$ cat src/rtl/d_to_jk_reg.sv
// d_to_jk_reg: multi-bit JK register built on D flip-flops, with commands queued in a valid/ready FIFO.
// Optional feature: define TOGGLE_CNT_EN to add the saturating toggle_cnt output (count of q bit flips).
module d_to_jk_reg #(
    parameter int WIDTH      = 4,
    parameter int FIFO_DEPTH = 4
) (
    input  logic             clk,
    input  logic             rst,
    input  logic             cmd_valid,
    output logic             cmd_ready,
    input  logic [WIDTH-1:0] j,
    input  logic [WIDTH-1:0] k,
    output logic [WIDTH-1:0] q,
    output logic [WIDTH-1:0] qbar,
    output logic             busy
`ifdef TOGGLE_CNT_EN
    ,
    output logic [15:0]      toggle_cnt
`endif
);

    localparam int AW = (FIFO_DEPTH > 1) ? $clog2(FIFO_DEPTH) : 1;
    localparam logic [AW:0]   FULL_CNT = FIFO_DEPTH[AW:0];
    localparam logic [AW:0]   CNT_ONE  = 1;
    localparam logic [AW-1:0] PTR_ONE  = 1;

    logic [WIDTH-1:0] j_mem [FIFO_DEPTH];
    logic [WIDTH-1:0] k_mem [FIFO_DEPTH];
    logic [AW-1:0]    wr_q, wr_d, rd_q, rd_d;
    logic [AW:0]      cnt_q, cnt_d;
    logic             ready_q, ready_d;
    logic [WIDTH-1:0] state_q, state_d;
    logic [WIDTH-1:0] head_j, head_k;
    logic             push, pop;

    assign head_j    = j_mem[rd_q];
    assign head_k    = k_mem[rd_q];
    assign cmd_ready = ready_q;
    assign busy      = (cnt_q != '0);
    assign q         = state_q;
    assign qbar      = ~state_q;

    // Handshake, pointer/occupancy bookkeeping and JK-to-D excitation of the head command.
    always_comb begin
        push    = cmd_valid & ready_q;
        pop     = (cnt_q != '0);
        wr_d    = push ? wr_q + PTR_ONE : wr_q;
        rd_d    = pop ? rd_q + PTR_ONE : rd_q;
        cnt_d   = cnt_q + (push ? CNT_ONE : '0) - (pop ? CNT_ONE : '0);
        ready_d = (cnt_d != FULL_CNT);
        state_d = pop ? ((head_j & ~state_q) | (~head_k & state_q)) : state_q;
    end

    // Command storage; stale entries are harmless because occupancy gates every read.
    always_ff @(posedge clk) begin
        if (push) begin
            j_mem[wr_q] <= j;
            k_mem[wr_q] <= k;
        end
    end

    // State, pointers and registered ready; reset drops queued commands without applying them.
    always_ff @(posedge clk or posedge rst) begin
        if (rst) begin
            wr_q    <= '0;
            rd_q    <= '0;
            cnt_q   <= '0;
            ready_q <= 1'b1;
            state_q <= '0;
        end else begin
            wr_q    <= wr_d;
            rd_q    <= rd_d;
            cnt_q   <= cnt_d;
            ready_q <= ready_d;
            state_q <= state_d;
        end
    end

`ifdef TOGGLE_CNT_EN
    logic [15:0] tcnt_q, tcnt_d, flips;
    logic [16:0] tsum;

    // Popcount of the bits that change on this edge, added with saturation at all ones.
    always_comb begin
        flips = '0;
        for (int i = 0; i < WIDTH; i++) flips = flips + 16'(state_d[i] ^ state_q[i]);
        tsum   = {1'b0, tcnt_q} + {1'b0, flips};
        tcnt_d = tsum[16] ? 16'hFFFF : tsum[15:0];
    end

    // Toggle counter register, cleared only by reset.
    always_ff @(posedge clk or posedge rst) begin
        if (rst) tcnt_q <= '0;
        else     tcnt_q <= tcnt_d;
    end

    assign toggle_cnt = tcnt_q;
`endif

endmodule

$ cat config.mk
export PLATFORM = sky130hd
export DESIGN_NAME = d_to_jk_reg
export DESIGN_NICKNAME = d
export VERILOG_FILES = /design/src/rtl/d_to_jk_reg.sv
export SDC_FILE = /design/constraint.sdc
export NUM_CORES = 1
export LEC_CHECK = 0
export ABC_AREA = 1
export CORE_ASPECT_RATIO = 0.7
export CORE_UTILIZATION = 45
export DETAILED_ROUTE_END_ITERATION = 6
export GPL_TIMING_DRIVEN = 1
export PLACE_DENSITY = 0.72
export SKIP_LAST_GASP = 1
export SLEW_MARGIN = 20
export SYNTH_ARGS = -nofsm -noshare
export SYNTH_HDL_FRONTEND = slang
export SYNTH_SLANG_ARGS = --single-unit
$ cat constraint.sdc
create_clock -name clk -period 2.5 [get_ports clk]
set_input_delay 0.5 -clock clk [delete_from_list [all_inputs] [get_ports clk]]
set_output_delay 0.5 -clock clk [all_outputs]
set_load 0.02 [all_outputs]
==> results.tsv, run 1 <==
stage	metric	value	unit
timing	rsz0062_at_grt	no	
final_layout	fillCellCount	335	
final_layout	fin_nets	206	
cts	cts_sinks	44	
floorplanning	die_h	56.1	um
final_layout	areaGrowthSynthToFinish	18.3	%
floorplanning	pin_count	21	
synthesis	synth_fa_ha_area_share	5.05	%
worst_setup_path	path_class	reg2reg	
worst_setup_path	cp.required	2.74	ns
synthesis	synth_top_area_share	51.0	%
timing	slew_violations	0	
worst_hold_path	hold_path.class	in2async	
cts	htree_levels	2	
global_routing	grt_max_degree	20	
synthesis	syn_inst	160	
cts	cts-root-buf	clkbuf_8	
timing	tns	0	ns
synthesis	ys_seq_area_share	67.0	%
floorplanning	start_util	47.4	%
global_routing	grt_pass1_vias	1095	
synthesis	ys_ff_latch	44	
pwr	p_leak	0.920	nW
cts	cts_tree	done	
synthesis	synthesis.nets	178	
synthesis	yosysUniqueCellTypes	20	
routing	drc	0	
run_status	outcome	finished clean	
synthesis	synth_area_leaders	edfxtp_1 51%, dfrtp_1 15%, nand2_1 8.8%	
timing	fin_crit	2.26	ns
global_routing	grtUsageTotal	16.8	%
global_routing	grt-ovfl-total	0	
floorplanning	die_area	0.00445	sq mm
synthesis	synth_top_area_cell	edfxtp_1	
pwr	ir_drop	0.000525	V
synthesis	ys.flop_type	edfxtp_1	
run	max_cap_viol_count	0	
cts	clk_pin_slew	0.08	ns
worst_setup_path	crit_arrival	2.50	ns
final_layout	n_antenna_cell	0	
synthesis	synthMostInstantiatedCell	nand2_1	
synthesis	synth_xor_area_share	1.86	%
synthesis	netlist_area	0.00188	sq mm
cts	post-cts-setup-buffer-count	0	
floorplanning	rows	19	
synthesis	synth_top_family_by_area	simple AND/OR/NAND/NOR gates	
routing	drt_iter0_markers	72	
routing	ant_nets	0	
routing	avgViaCountPerCell	4.83	
cts	clock_latency	0.29	ns
synthesis	ys_warn_count	0	
placement	numPortBuffers	20	
floorplanning	die_w	79.3	um
routing	wl	3370	um
placement	gp_congestion	0.733	
synthesis	synthArstFlopShare	27.3	%
synthesis	synth_area_per_cell	11.8	sq um
timing	fin_skew	0.00692	ns
worst_setup_path	end_kind	flip-flop	
synthesis	synth_compound_area_share	1.33	%
pwr	p_per_area	1200	mW/mm^2
worst_setup_path	startpoint_type	flip-flop	
placement	place_inst	233	
cts	clk_path_buf_depth	2	
routing	first_pass_iters	4	
global_routing	antenna_found_initial	0	
cts	cts_made_buffers	5	
final_layout	drive_gt1_share	11.1	%
floorplanning	core_area	0.00397	sq mm
final_layout	stdcell_count	241	
timing	clock.fmax	442	MHz
timing	setup_viol	0	
synthesis	synth_edf_count	32	
routing	routed-via-count	1164	
timing	period_share	90.6	%
synthesis	ys_top_cells_by_count	44 x nand2_1, 32 x edfxtp_1, 22 x nand3_1	
cts	cts-resized-gates	0	
timing	slew_headroom	53.3	%
placement	dp.final_hpwl	2310	um
global_routing	grt_pass1_wl	5280	um
worst_setup_path	path_max_fanout	8	
routing	wire_per_inst	14.0	um
synthesis	synth-simple-area-share	18.5	%
synthesis	muxShareOfSynthArea	0	%
timing	hold_violations	0	
timing	tightest_slew	0.700	ns
cts	holdBufCountCts	0	
==> cell type report <==
class                      count  area (sq um)  share of cell area, %
tap                           52          65.1                   2.92
timing repair buffer          25           238                   10.7
clock inverter                 3          18.8                  0.842
clock buffer                   5          68.8                   3.09
multi-input combinational     94           503                   22.6
inverter                      18          72.6                   3.26
sequential                    44          1260                   56.7
==> where the power goes <==
part	switching (mW)	total [mW]	internal [mW]
combinational	0.622	1.06	0.440
sequential	0.182	1.18	0.996
clock	0.238	0.431	0.193
==> cells in the final DEF, fill, tap and decap left out <==
cell type        Yosys  layout
xnor2_1              1       1
fa_1                 1       1
dfstp_2              1       1
inv_2                1       1
xor2_1               3       3
clkdlybuf4s50_1      0      20
nand3_1             22      22
nor2_4               1       1
clkbuf_8             0       5
nand2_1             44      44
edfxtp_1            32      32
clkinvlp_4           0       2
inv_1               16      16
clkinv_1             0       1
nand3_2              2       2
ha_1                 6       6
dfrtp_1             11      11
nand2_2              3       3
a21oi_1              5       5
inv_6                1       1
buf_4                1       5
nor2_1               6       6
==> routing by layer <==
layer	GRT usage (%)	wire, um	vias to the layer above
met5	0	0	-
met4	7.01	36	0
met3	5.08	108	5
met2	26.7	1690	17
met1	21.5	1540	561
li1	-	-	581
==> worst max-delay path, stage by stage (launching register included) <==
cell and delay, ns:
dfrtp_1 0.43, nor2_4 0.19, nand2_2 0.17, ha_1 0.32, inv_1 0.04, ha_1 0.18, fa_1 0.40, xnor2_1 0.22
inv_1 0.07, nand2_1 0.06, nand2_1 0.06, nand2_1 0.07
==> kinds of logic after synthesis <==
logic type,Yosys count
adder cells (fa/ha/maj),7
XOR/XNOR,4
AO/OA/AOI/OAI,5
AND/OR/NAND/NOR,78
flip-flops,44
buffers and inverters,22
==> flip-flops by register name, summed over array words and instances (netlist names) <==
name / cells
j_mem: 16
q: 4
k_mem: 16
wr_q: 2
rd_q: 2
cmd_ready: 1
cnt_q: 3
==> per-stage QoR <==
stage / setup slack, ns / utilization [%] / hold WS, ns / area [sq um] / total power, mW
after floorplan: 0.447 / - / 0.364 / 1880 / 1.93
after global placement: 0.173 / 53.9 / 0.511 / 2140 / 2.20
after detailed placement: 0.0482 / 53.9 / 0.529 / 2140 / 2.26
after CTS: 0.242 / 56.1 / 0.537 / 2230 / 2.70
after global routing: 0.0817 / 56.1 / 0.559 / 2230 / 2.87
final: 0.236 / 56.1 / 0.521 / 2230 / 2.67
==> path summary, 6_finish.rpt <==
check                          from   endpoint  slack, ns  cells after the start
max                        cnt_q[1]  cmd_ready       0.24                     11
min                             rst       q[3]       0.52                      2
max reg2reg                cnt_q[1]  cmd_ready       0.24                     11
min reg2reg                    q[0]       q[0]       0.54                      2
max in group asynchronous       rst  cmd_ready       1.63                      2
min in group clk               q[0]       q[0]       0.54                      2
(Power assumes the default switching activity.)
==> inputs of run 2 (changes only) <==
--- a/config.mk
+++ b/config.mk
@@ -10,8 +10,7 @@
 export CORE_UTILIZATION = 45
 export DETAILED_ROUTE_END_ITERATION = 6
 export GPL_TIMING_DRIVEN = 1
-export PLACE_DENSITY = 0.72
-export SKIP_LAST_GASP = 1
+export PLACE_DENSITY = 0.75
 export SLEW_MARGIN = 20
 export SYNTH_ARGS = -nofsm -noshare
 export SYNTH_HDL_FRONTEND = slang
==> constraint.sdc (replaced) <==
create_clock -name clk -period 1.8 [get_ports clk]
set_input_delay 0.36 -clock clk [delete_from_list [all_inputs] [get_ports clk]]
set_output_delay 0.36 -clock clk [all_outputs]
set_load 0.02 [all_outputs]
==> run 2 against run 1 <==
  * Sequential share of layout area shrank 3.5 points
  * Routed wire length up 0.98%
  * Cell area increased by 6.5%
  * The run now ends with negative setup slack left
  * Register-to-register slack worse by 0.27 ns
  * Hold slack got worse by 0.15 ns
  * Clock power is 44% higher
  * Fmax rose by 23%
  * First-iteration DRC count increased by 4.2%
  * Via count rose by 2.5%
  * Sequential power is 37% higher
  * Critical path type unchanged
  * Worst setup slack got worse by 0.27 ns
  * Largest power group is now combinational logic
==> results.tsv, run 2 (synthesis gave the netlist of run 1 again) <==
stage	metric	value	unit	change
run_status	outcome	complete, but fails checks		
run_status	violations	negative setup slack		
timing	clock.fmax	544	MHz	+23%
timing	setup_slack	-0.0386	ns	-0.275 ns
cts	cts-root-buf	clkbuf_8		
final_layout	final_core_util	59.8	%	+3.7 points
placement	numPortBuffers	20		unchanged
timing	fin_crit	1.84	ns	-0.425 ns
worst_setup_path	path_cells	nor2_4, nand2_4, ha_4, inv_2, ha_4, fa_2, xnor2_2, inv_1, nand2_1, nand2_1, nand2_1		
placement	dp.final_hpwl	2590	um	+12%
floorplanning	die_h	56.1	um	unchanged
placement	gp_congestion	0.805		+9.9%
cts	clock_latency	0.30	ns	about the same
floorplanning	start_util	47.4	%	unchanged
timing	tightest_slew	0.581	ns	-0.119 ns
timing	slew_headroom	61.2	%	+7.9 points
routing	wl	3400	um	+0.98%
global_routing	antenna_found_initial	0		unchanged
final_layout	areaGrowthSynthToFinish	26.0	%	
routing	avgViaCountPerCell	4.70		-2.8%
final_layout	layout_common_cells	43 x nand2_1, 32 x edfxtp_1, 22 x nand3_1		
global_routing	grt_pass1_vias	1130		+3.2%
worst_setup_path	path_max_fanout	2		-6
global_routing	grt-ovfl-total	0		unchanged
global_routing	grt_pass1_wl	5430	um	+2.9%
timing	period_share	102	%	+12 points
routing	first_pass_iters	4		unchanged
pwr	p_per_area	1690	mW/mm^2	+41%
final_layout	fillCellCount	311		-7.2%
cts	clk_pin_slew	0.08	ns	about the same
cts	cts_made_buffers	5		unchanged
final_layout	final_common_cell	nand2_1		
floorplanning	rows	19		unchanged
global_routing	grtUsageTotal	17.2	%	+0.40 points
timing	setup_viol	2		+2
timing	fin_skew	0.0112	ns	+0.00432 ns
cts	holdBufCountCts	0		unchanged
worst_setup_path	startpoint_type	flip-flop		
timing	hold_violations	0		unchanged
floorplanning	die_area	0.00445	sq mm	unchanged
run	max_cap_viol_count	0		unchanged
cts	cts_sinks	44		unchanged
cts	htree_levels	2		unchanged
worst_setup_path	cp.required	2.04	ns	-0.70 ns
worst_setup_path	path_class	reg2reg		
worst_setup_path	cpPeakStageDelay	0.41	ns	-0.02 ns
worst_setup_path	cpMostUsedCell	nand2_1		
routing	routed-via-count	1193		+2.5%
routing	drt_iter0_markers	75		+4.2%
routing	ant_nets	0		unchanged
floorplanning	die_w	79.3	um	unchanged
timing	rsz0062_at_grt	yes		
cts	cts_tree	done		
pwr	power.total	4.01	mW	+50%
worst_hold_path	hold_path.class	in2async		
global_routing	grt_max_degree	17		-15%
timing	slew_violations	0		unchanged
final_layout	n_antenna_cell	0		unchanged
pwr	ir_drop	0.000788	V	+50%
routing	wire_per_inst	13.4	um	-4.2%
worst_setup_path	slowest_stage	dfrtp_1		
worst_setup_path	end_kind	flip-flop		
floorplanning	core_area	0.00397	sq mm	unchanged
floorplanning	pin_count	21		unchanged
final_layout	fin_nets	219		+6.3%
placement	dpl_worst_slack	-0.410	ns	-0.458 ns
pwr	p_leak	1.01	nW	+9.3%
worst_setup_path	crit_arrival	2.08	ns	-0.42 ns
final_layout	drive_gt1_share	19.3	%	+8.2 points
cts	clk_path_buf_depth	2		unchanged
routing	drc	0		unchanged
==> run 2: cell types whose count changed in the layout (fill, tap and decap cells not counted), moves of 2 or more <==
| cell | change |
|---|---|
| buf_4 | +13 |
| clkdlybuf4s50_1 | -3 |
| clkinvlp_4 | -2 |
| dlygate4sd2_1 | +2 |
| ha_1 | -2 |
| ha_4 | +2 |
| nand2_4 | +2 |
==> run 2: through the flow <==
stage	instances	area [sq um]	setup TNS, ns	hold slack [ns]
final	254	2370	-0.0758	0.375
after global routing	254	2370	-0.275	0.400
after CTS	253	2360	-0.0969	0.394
after detailed placement	244	2270	-1.01	0.524
after global placement	244	2270	-0.830	0.508
after floorplan	160	1930	-0.258	0.224
==> run 2: critical path: cells and delay by family (launching register included) <==
family,cells,cell delay [ns]
fa+ha+maj,3,0.76
flops,1,0.41
simple gates,5,0.38
xor+xnor,1,0.15
buf+inv,2,0.09
==> run 2: metal layers <==
layer | up-vias | wire length (um) | GRT usage, %
met5 | - | 0 | 0
met4 | 0 | 41 | 6.75
met3 | 5 | 168 | 5.57
met2 | 25 | 1660 | 27.0
met1 | 555 | 1530 | 22.3
li1 | 608 | - | -
==> run 2: worst paths after layout <==
path                            startpoint        end  slack [ns]  cells after the start
worst min register to register        q[2]       q[2]        0.53                      2
worst max register to register    cnt_q[2]  cmd_ready       -0.04                     11
min in group clk                      q[2]       q[2]        0.53                      2
max in group asynchronous              rst  cmd_ready        1.07                      2
worst max-delay path              cnt_q[2]  cmd_ready       -0.04                     11
worst min-delay path                   rst       q[0]        0.37                      2
==> run 2: layout make-up <==
cell class	instances	area, sq um	area share (%)
clock buffer	7	86.3	3.64
clock inverter	1	3.75	0.158
inverter	18	72.6	3.06
multi-input combinational	94	551	23.2
sequential	44	1260	53.2
tap	52	65.1	2.74
timing repair buffer	38	333	14.0
==> run 2: what timing repair did <==
| item | in CTS | in global routing |
|---|---|---|
| endpoints found under the setup margin | 4 | 3 |
| gates resized for setup | 3 | 1 |
| setup buffers | 1 | 1 |
| pin swaps | 2 | 1 |
==> run 2: power breakdown <==
group,switching (mW),internal (mW),total (mW)
sequential,0.238,1.38,1.62
combinational,0.960,0.807,1.77
clock,0.312,0.307,0.620
